[src/rtl/serial_subtractor.sv]
// serial_subtractor: bit-serial WIDTH-bit subtractor, diff = a - b - bin, LSB first.
// One full-subtractor cell plus a borrow flop; one bit per clock, start/busy/done handshake.
// Latency: start accepted at edge k, done high in the cycle after edge k+WIDTH.
// Backpressure: none; start is sampled only in IDLE and is otherwise ignored, never queued.
// Ports: clk, rst (sync, active-high); start, a, b, bin in; busy, done, diff, bout out.
// Optional macro SUB_OVERFLOW_EN adds output ovf (signed two's-complement overflow).
module serial_subtractor #(
  parameter int WIDTH = 8
) (
  input  logic             clk,
  input  logic             rst,
  input  logic             start,
  input  logic [WIDTH-1:0] a,
  input  logic [WIDTH-1:0] b,
  input  logic             bin,
  output logic             busy,
  output logic             done,
  output logic [WIDTH-1:0] diff,
`ifdef SUB_OVERFLOW_EN
  output logic             bout,
  output logic             ovf
`else
  output logic             bout
`endif
);

  // Counter reaches WIDTH on the final edge, so one extra bit beyond $clog2.
  localparam int CW = $clog2(WIDTH) + 1;
  localparam logic [CW-1:0] LAST = CW'(WIDTH - 1);

  typedef enum logic [1:0] {
    S_IDLE  = 2'd0,
    S_SHIFT = 2'd1,
    S_DONE  = 2'd2
  } state_t;

  state_t           state_q, state_d;
  logic [WIDTH-1:0] a_q, a_d;
  logic [WIDTH-1:0] b_q, b_d;
  logic [WIDTH-1:0] res_q, res_d;
  logic             br_q, br_d;
  logic [CW-1:0]    cnt_q, cnt_d;
  logic [WIDTH-1:0] diff_q, diff_d;
  logic             bout_q, bout_d;
`ifdef SUB_OVERFLOW_EN
  logic             ovf_q, ovf_d;
`endif

  // Full-subtractor cell on the current LSBs.
  logic d_bit;
  logic br_next;
  assign d_bit   = a_q[0] ^ b_q[0] ^ br_q;
  assign br_next = (~a_q[0] & b_q[0]) | (~a_q[0] & br_q) | (b_q[0] & br_q);

  always_comb begin
    state_d = state_q;
    a_d     = a_q;
    b_d     = b_q;
    res_d   = res_q;
    br_d    = br_q;
    cnt_d   = cnt_q;
    diff_d  = diff_q;
    bout_d  = bout_q;
`ifdef SUB_OVERFLOW_EN
    ovf_d   = ovf_q;
`endif
    case (state_q)
      S_IDLE: begin
        if (start) begin
          a_d     = a;
          b_d     = b;
          br_d    = bin;
          cnt_d   = '0;
          state_d = S_SHIFT;
        end
      end
      S_SHIFT: begin
        res_d = {d_bit, res_q[WIDTH-1:1]};
        a_d   = {1'b0, a_q[WIDTH-1:1]};
        b_d   = {1'b0, b_q[WIDTH-1:1]};
        br_d  = br_next;
        cnt_d = cnt_q + CW'(1);
        if (cnt_q == LAST) begin
          // MSB cell: publish the completed result and its borrow.
          diff_d  = {d_bit, res_q[WIDTH-1:1]};
          bout_d  = br_next;
`ifdef SUB_OVERFLOW_EN
          // br_q is the borrow into the MSB cell at this point.
          ovf_d   = br_q ^ br_next;
`endif
          state_d = S_DONE;
        end
      end
      S_DONE: begin
        state_d = S_IDLE;
      end
      default: begin
        state_d = S_IDLE;
      end
    endcase
  end

  always_ff @(posedge clk) begin
    if (rst) begin
      state_q <= S_IDLE;
      a_q     <= '0;
      b_q     <= '0;
      res_q   <= '0;
      br_q    <= 1'b0;
      cnt_q   <= '0;
      diff_q  <= '0;
      bout_q  <= 1'b0;
`ifdef SUB_OVERFLOW_EN
      ovf_q   <= 1'b0;
`endif
    end else begin
      state_q <= state_d;
      a_q     <= a_d;
      b_q     <= b_d;
      res_q   <= res_d;
      br_q    <= br_d;
      cnt_q   <= cnt_d;
      diff_q  <= diff_d;
      bout_q  <= bout_d;
`ifdef SUB_OVERFLOW_EN
      ovf_q   <= ovf_d;
`endif
    end
  end

  assign busy = (state_q == S_SHIFT);
  assign done = (state_q == S_DONE);
  assign diff = diff_q;
  assign bout = bout_q;
`ifdef SUB_OVERFLOW_EN
  assign ovf  = ovf_q;
`endif

endmodule
[config.mk]
export PLATFORM = sky130hd
export DESIGN_NAME = serial_subtractor
export DESIGN_NICKNAME = d
export VERILOG_FILES = /design/src/rtl/serial_subtractor.sv
export SDC_FILE = /design/constraint.sdc
export NUM_CORES = 1
export LEC_CHECK = 0
export BUFFER_PORTS_ARGS = -buffer_cell sky130_fd_sc_hd__buf_2
export CAP_MARGIN = 10
export CORE_ASPECT_RATIO = 0.7
export CORE_MARGIN = 3
export CORE_UTILIZATION = 30
export CTS_BUF_LIST = sky130_fd_sc_hd__clkbuf_8
export CTS_CLUSTER_SIZE = 12
export DETAILED_ROUTE_END_ITERATION = 8
export GPL_ROUTABILITY_DRIVEN = 1
export GPL_TIMING_DRIVEN = 0
export PLACE_DENSITY = 0.51
export RECOVER_POWER = 25
export SKIP_LAST_GASP = 1
export SLEW_MARGIN = 10
export SYNTH_ARGS = -nofsm -noshare
export SYNTH_HDL_FRONTEND = slang
export SYNTH_SLANG_ARGS = --single-unit
[constraint.sdc]
create_clock -name clk -period 2 [get_ports clk]
set_clock_uncertainty 0.05 [all_clocks]
set_input_delay 0.1 -clock clk [delete_from_list [all_inputs] [get_ports clk]]
set_output_delay 0.1 -clock clk [all_outputs]
set_load 0.02 [all_outputs]
## After elaboration in Yosys (flattened, before gate mapping)

Cells that the tools add are included.

| storage, ports and cells | value |
|---|---|
| bits in registers | 40 |
| output and inout port bits | 11 |
| logic and storage cells | 38 |

| cells by class | value |
|---|---|
| $add $sub $neg | 1 |
| equal/unequal tests | 5 |
| muxes and demuxes | 11 |
| bitwise logic cells | 8 |
| reduce and logical (&&, ||, !) cells | 5 |

Operators by type and width:

| cell | number |
|---|---|
| $pmux 8 s2 | 2 |
| $mux 8 | 2 |
| $pmux 4 s2 | 1 |
| $reduce_and 2->1 | 3 |
| $add 4x1->4 const B | 1 |
| $eq 4x3->1 const B | 1 |
| $mux 2 | 2 |
| $mux 4 | 1 |
| $pmux 2 s2 | 1 |
| $and 1x1->1 | 3 |
| $eq 2x1->1 const B | 1 |
| $eq 2x2->1 const B | 1 |
| $logic_not 2->1 | 1 |
| $ne 2x1->1 const B | 1 |
| $ne 2x2->1 const B | 1 |
| $or 1x1->1 | 2 |
| $pmux 1 s2 | 1 |
| $reduce_bool 2->1 | 1 |
| $xor 1x1->1 | 2 |
| $mux 1 | 1 |
| $not 1->1 | 1 |

## Longest topological paths before layout

Gate-level depths: netlist of the first run.

| logic depth | value |
|---|---|
| depth after elaboration | 5 |
| gate-level depth with buffers | 7 |

## Worst setup path before layout of the first run

OpenSTA, ideal clock, no wires.

| timing path | value |
|---|---|
| kind | register -> register |
| start | register cnt_q[0] |
| end | register diff_q[7] (netlist: diff[7]) |
| arrival | 1.201 ns |
| slack | 0.617 ns |
| stages on the path, launching flop included | 7 |
| buffers on the path | 2 |
| path through | dfxtp_1 > ha_1 > and3b_1 > buf_4 > buf_4 > a21oi_1 > a211oi_2 |

| between the ends | value |
|---|---|
| word-level cells in the longest chain between the ends | 2 |

RTL lines:

| what | line | RTL |
|---|---|---|
| start, declared | 42 | `logic [CW-1:0] cnt_q, cnt_d;` |
| start signal, assigned | 122 | `cnt_q <= cnt_d;` |
| $eq 4x3->1 | 83 | `if (cnt_q == LAST) begin` |
| $reduce_and 2->1 (no line) | n/a |  |
| end signal, assigned | 123 | `diff_q <= diff_d;` |
| end, declared | 43 | `logic [WIDTH-1:0] diff_q, diff_d;` |

Every way passes these cells.
A chain may end at the register's enable or synchronous reset.

## Worst setup path after layout of the first run

| timing path | value |
|---|---|
| start | register state_q[0] |
| end | output done |

| between the ends | value |
|---|---|
| word-level cells in the longest chain between the ends | 1 |

RTL lines:

| what | line | RTL |
|---|---|---|
| start, declared | 37 | `state_t state_q, state_d;` |
| start signal, assigned | 117 | `state_q <= state_d;` |
| $eq 2x2->1 | 132 | `assign done = (state_q == S_DONE);` |
| end, declared | 17 | `output logic done,` |

Every way passes these cells.

==> summary.txt, run 1 <==
Outcome
  • Status: finished, violations left
  • Failing checks: hold timing

Global routing
  • Number of global-route vias before repair: about 1300
  • All-Layer GR Usage: between 10 and 15%
  • Largest net degree at the start of global routing: 13
  • GR Layer Usage met1: around a fifth
  • Met2 usage: about 17%
  • GRT Max-Usage Layer: met1
  • Aggregate global routing overflow: 0
  • Initial antenna violation count: 0
  • GRT met3 Usage: 3.490%
  • First-pass GRT wire length: 6630 um

Hold path
  • Worst hold path type: primary input to flip-flop

Timing
  • Final setup vio count: 0
  • Fmax: 575.9 MHz
  • Min Hold Slack: -2.819 ps
  • Final Slew Violations: 0
  • RSZ-0062 raised after global routing: false
  • Tmin final: ~1700 ps
  • Worst-Margin Slew: 543.7 ps
  • Part of the cycle the worst path needs: 86.83%
  • Worst slew margin: 63.75%
  • Final count of hold timing violations: 1
  • Final TNS setup: 0 ps

Pwr
  • Maximum VDD drop: 0.0002435 V
  • PwrDens: 799.8 nW/um2
  • Leakage: 0.7660 nW

Clocking
  • Clock Sinks: 39
  • PostCTS Resize Cnt: 0
  • CTS Buffer Depth: 2
  • Root Driver: clkbuf_8
  • H-tree depth: 2
  • TritonCTS Buffers: 5
  • Clk slew on worst S/H paths: 80 ps
  • TritonCTS clock tree: done
  • Worst skew pair latency: 300 ps

Synthesis
  • Post-synth net total: 212
  • Synth Register Bits: 39
  • Syn Area/Cell: 8.982 um2
  • Async SR Flop Fraction: 0%
  • Top FF cell, synth: dfxtp_1
  • Synthesized area: 1707 um2
  • Sequential area share after synthesis: a little under half
  • EDFF count, synth: 0
  • Synthesized instance count: 190
  • Distinct cell type count after synthesis: 31
  • Ys Warns: 0

Drt
  • Post-route ant nets: 0
  • # DRC: 0
  • WL final: 4071 um
  • Vias per Instance: around 5
  • DR WL/cell: about 14 um
  • DR vias: about 1500
  • DRT iter0 DRCs: slightly below 70
  • Pre-antenna DRT Iters: 4

Finish
  • Sequential Area: 780.7 um2
  • Final Cell Area: just over 2000 um2
  • Most common cell after layout, fill and taps aside: dfxtp_1
  • Number of diodes: 0
  • Final Core Density: 38.02%
  • Share of layout cells above drive strength 1: 21.05%
  • Final #Nets: 249
  • Area of the multi-input gates: roughly 800 um2
  • Syn-to-layout area delta: 19.57%
  • Most frequent cells in the layout: 39 x dfxtp_1, 31 x nor2_1, 21 x buf_2
  • Filler cells: 563

Worst setup path
  • WP data arrival: between 1500 and 2000 ps
  • CP Max Fanout: 10
  • Crit path launch type: flip-flop
  • Critical path type: flip-flop to output pin
  • Worst path required time: ~1900 ps
  • Critical path capture point type: output pin

Place
  • Buffers on Ports: 29
  • DP HPWL: 2863 um
  • Gp weighted congestion: 0.7056
  • Cell Area, Placed: approximately 1900 um2

Floorplanning
  • Starting density of the core: 31.79%
  • Num ports: 31
  • Die ar.: 6644 um2
  • Core Region: 5368 um2
  • Die Wd: 96.15 um
  • Row cnt: 22
  • Die span in y: 69.11 um

Job
  • Max-capacitance violation count: 0
[cells in the mapped netlist (all sizes together) (2+ instances only)]
cell / n / area share, %
o22ai: 4 / 1.5
a21bo: 8 / 4.7
nand2: 16 / 3.5
a21oi: 16 / 4.7
inv: 4 / 0.88
o2bb2ai: 11 / 5.6
buf: 10 / 4.9
nand3: 10 / 2.9
dfxtp: 39 / 46
clkbuf: 6 / 1.3
nor2: 31 / 6.8
a22oi: 3 / 1.3
nand2b: 2 / 0.73
a211oi: 18 / 8.5
[area by class of cell]
cell class	instances	area share, %
multi-input cells	131	39.42
flip-flops and latches	39	38.26
repair buffers	30	7.051
plain buffers	16	5.028
clock buffers	7	4.721
well taps	72	4.414
inverters	4	0.7357
clock inverters	1	0.3679
[path summary, 6_finish.rpt]
| path | start | end | slack, ps | cells past startpoint |
|---|---|---|---|---|
| worst max register to register | state_q[0]$_SDFFE_PP0P_ | a_q[6]$_SDFFE_PP0P_ | 410 | 5 |
| worst max-delay path | state_q[0]$_SDFFE_PP0P_ | done | 260 | 4 |
| worst min register to register | res_q[1]$_SDFFE_PP0P_ | res_q[1]$_SDFFE_PP0P_ | 410 | 2 |
| worst min-delay path | a[7] | a_q[7]$_SDFFE_PP0P_ | -3 | 3 |
[critical path: stages, from the launching register on]
cell      delay (ps)
dfxtp_1          370
clkbuf_1         420
buf_4            280
nor2_1            50
buf_2            170
[routing by layer]
| layer | share of wire (%) | wire length, um | vias up |
|---|---|---|---|
| met5 | 0 | 0 | - |
| met4 | 2.1 | 87 | 0 |
| met3 | 5.6 | 229 | 8 |
| met2 | 40 | 1623 | 39 |
| met1 | 52 | 2131 | 662 |
| li1 | - | - | 748 |
[stage by stage]
step	hold slack, ps	total power [mW]	setup WS [ps]	instances
5_1_grt	14.46	1.705	184.8	300
6_report	-2.819	1.632	263.5	300
4_1_cts	6.817	1.656	298.6	300
3_5_place_dp	311.4	1.050	503.0	291
2_1_floorplan	198.3	0.9872	616.8	190
3_3_place_gp	299.5	1.049	499.2	291
[power breakdown]
part / leakage [nW] / total (mW) / internal (mW) / switching (mW)
clock network: 0.0505 / 0.602 / 0.314 / 0.288
registers: 0.319 / 0.836 / 0.813 / 0.0230
logic: 0.396 / 0.194 / 0.0831 / 0.111
total: 0.766 / 1.63 / 1.21 / 0.422
[kinds of logic after synthesis]
family,Yosys count,synth area share [%]
adders and majority gates,2,1.906
AOI/OAI and AO/OA,65,29.03
buffers and inverters,20,7.110
and+or+nand+nor,64,16.20
DFF,39,45.75
[repair_timing]
item	4_1_cts	5_1_grt
buffers inserted	0	0
hold endpoints to repair	1	0
hold buffers	1	0
[flip-flops by register name, indices dropped and copies added (netlist names)]
| name | flops |
|---|---|
| state_q | 2 |
| cnt_q | 4 |
| a_q | 8 |
| bout | 1 |
| br_q | 1 |
| b_q | 8 |
| diff | 8 |
| res_q | 7 |
Note: power is estimated with default switching activity, not from simulation.
==> run 2: changes to the inputs <==
--- a/config.mk
+++ b/config.mk
@@ -5,7 +5,7 @@
 export SDC_FILE = /design/constraint.sdc
 export NUM_CORES = 1
 export LEC_CHECK = 0
-export BUFFER_PORTS_ARGS = -buffer_cell sky130_fd_sc_hd__buf_2
+export BUFFER_PORTS_ARGS = -buffer_cell sky130_fd_sc_hd__clkbuf_2
 export CAP_MARGIN = 10
 export CORE_ASPECT_RATIO = 0.7
 export CORE_MARGIN = 3
@@ -18,7 +18,6 @@
 export PLACE_DENSITY = 0.51
 export RECOVER_POWER = 25
 export SKIP_LAST_GASP = 1
-export SLEW_MARGIN = 10
 export SYNTH_ARGS = -nofsm -noshare
 export SYNTH_HDL_FRONTEND = slang
 export SYNTH_SLANG_ARGS = --single-unit
==> run 2 against run 1 <==
The flow now finishes without violations. Critical path depth is the same. Via count shrank 1.5%. Utilization shrank 0.26 points. Routed wire length grew 0.15%. Final cell count shrank 0.33%. First-iteration DRC count shrank 40%. Register-to-register slack is essentially flat. Global-route usage grew 0.23 points. Maximum frequency grew 0.72%.
==> summary.txt, run 2 (synthesis gave the netlist of run 1 again) <==
Floorplanning
  • Die span in y: 69.11 um
  • Num ports: 31
  • Core Region: 5368 um2
  • Die Wd: around 96 um
  • Starting density of the core: a little under a third
  • Row cnt: 22
  • Die ar.: 6644 um2

Pwr
  • Clock power share: 36.2%
  • Sw frac: 25.24%
  • Net switching power: 0.4070 mW
  • Maximum VDD drop: 0.0002465 V
  • Internal: 1.205 mW
  • PwrDens: between 700 and 800 nW/um2
  • Sequential share of power: 51.9%
  • Total power: roughly 1.6 mW
  • Leakage: 0.7698 nW
  • Logic pwr share: 12.0%

Finish
  • Area of the multi-input gates: 804.5 um2
  • Number of diodes: 0
  • Sequential Area: 780.7 um2
  • Most common cell after layout, fill and taps aside: dfxtp_1
  • Most frequent cells in the layout: 39 x dfxtp_1, 31 x nor2_1, 20 x clkbuf_2
  • Filler cells: 580
  • Final #Nets: 248
  • Share of layout cells above drive strength 1: 20.70%
  • Syn-to-layout area delta: 18.77%

Worst setup path
  • WP data arrival: around 1600 ps
  • Reg2reg setup slack: 420 ps
  • Critical path capture point type: output pin
  • Slowest CP cell: clkbuf_1
  • Reg2Reg Capture Point: a_q[6]$_SDFFE_PP0P_
  • End of the critical path: done
  • Reg2reg start: state_q[0]$_SDFFE_PP0P_
  • CP Max Fanout: 10
  • CP Buf/Inv Count: 3
  • Worst-path cell chain: inv_1 > clkbuf_1 > nor2_1 > clkbuf_2
  • Crit path launch type: flip-flop
  • Delay-heaviest family, CP: buffers and inverters
  • Critical path depth: 4
  • Worst path required time: 1850 ps
  • Worst Setup SP: state_q[1]$_SDFFE_PP0P_
  • R2R depth: 5
  • Max stage delay on crit path: 430 ps
  • Critical path type: flip-flop to output pin

Global routing
  • Aggregate global routing overflow: 0
  • Number of global-route vias before repair: 1332
  • All-Layer GR Usage: 13.12%
  • Largest net degree at the start of global routing: 12
  • Initial antenna violation count: 0
  • First-pass GRT wire length: roughly 6700 um

Drt
  • DR vias: about 1400
  • Post-route ant nets: 0
  • Vias per Instance: about 4.8
  • DR WL/cell: 13.64 um
  • # DRC: 0
  • DRT iter0 DRCs: 41
  • Pre-antenna DRT Iters: 4
  • WL final: between 4000 and 5000 um

Timing
  • Final TNS setup: 0 ps
  • Fmax: slightly below 600 MHz
  • Worst slew margin: a little over three fifths
  • Tmin final: 1724 ps
  • RSZ-0062 raised after global routing: false
  • Final count of hold timing violations: 0
  • Part of the cycle the worst path needs: 86.21%
  • Fin worst setup slack: 275.9 ps
  • Final setup vio count: 0
  • Final Slew Violations: 0
  • Worst-Margin Slew: 560.6 ps

Place
  • Buffers on Ports: 29
  • Gp weighted congestion: around 0.70
  • DP HPWL: 2900 um
  • Setup WS pre-CTS: 495.6 ps

Clocking
  • Clk slew on worst S/H paths: 70 ps
  • Worst skew pair latency: 290 ps
  • TritonCTS clock tree: done
  • TritonCTS Buffers: 5
  • Hold-fix buffers, CTS: 0
  • Root Driver: clkbuf_8
  • CTS Buffer Depth: 2
  • H-tree depth: 2
  • Post-CTS setup buffers: 0
  • PostCTS Resize Cnt: 0
  • Clock Sinks: 39

Outcome
  • Status: finished, final reports clean

Job
  • Max-capacitance violation count: 0

Hold path
  • Worst hold path type: primary input to flip-flop
-- run 2: power groups by stage --
| stage | Combinational [mW] | Sequential [mW] | Clock [mW] |
|---|---|---|---|
| after CTS | 0.197 | 0.836 | 0.597 |
| after detailed placement | 0.196 | 0.854 | 0 |
| final | 0.193 | 0.836 | 0.583 |
| after floorplan | 0.139 | 0.848 | 0 |
| after global routing | 0.218 | 0.841 | 0.623 |
| after global placement | 0.196 | 0.854 | 0 |
-- run 2: cell type report --
| type | count | share of cell area, % |
|---|---|---|
| plain buffers | 16 | 5.062 |
| multi-input cells | 131 | 39.69 |
| well taps | 72 | 4.444 |
| clock buffers | 7 | 4.753 |
| repair buffers | 29 | 6.605 |
| clock inverters | 1 | 0.1852 |
| flip-flops and latches | 39 | 38.52 |
| inverters | 4 | 0.7407 |
-- run 2: worst min path at each step --
stage               from             endpoint  slack [ps]  cells past startpoint
floorplan           a[7]  a_q[7]$_SDFFE_PP0P_         200                      2
detailed placement  b[7]  b_q[7]$_SDFFE_PP0P_         310                      3
CTS                 b[7]  b_q[7]$_SDFFE_PP0P_           4                      3
global placement    b[7]  b_q[7]$_SDFFE_PP0P_         300                      3
global route        a[7]  a_q[7]$_SDFFE_PP0P_          20                      3
finish              b[7]  b_q[7]$_SDFFE_PP0P_        0.09                      3
-- run 2: stage by stage --
step	instance area [um2]	util, %	hold slack [ps]	cells
floorplan	1707	-	198.3	190
global placement	1942	36.18	300.7	291
detailed placement	1942	36.18	307.8	291
CTS	2042	38.04	4.388	299
global route	2027	37.76	20.87	299
finish	2027	37.76	0.08935	299
-- run 2: metal layers --
| metal | track usage, % | vias up | share of wire (%) | routed length [um] |
|---|---|---|---|---|
| met5 | 0 | - | 0 | 0 |
| met4 | 4.732 | 0 | 0.61 | 25 |
| met3 | 3.381 | 3 | 3.5 | 144 |
| met2 | 16.60 | 22 | 39 | 1604 |
| met1 | 20.69 | 664 | 56 | 2303 |
| li1 | - | 746 | - | - |
-- run 2: worst min-delay path: stages --
cell and delay [ps]:
clkbuf_2 80, a22oi_1 50, nor2_1 70
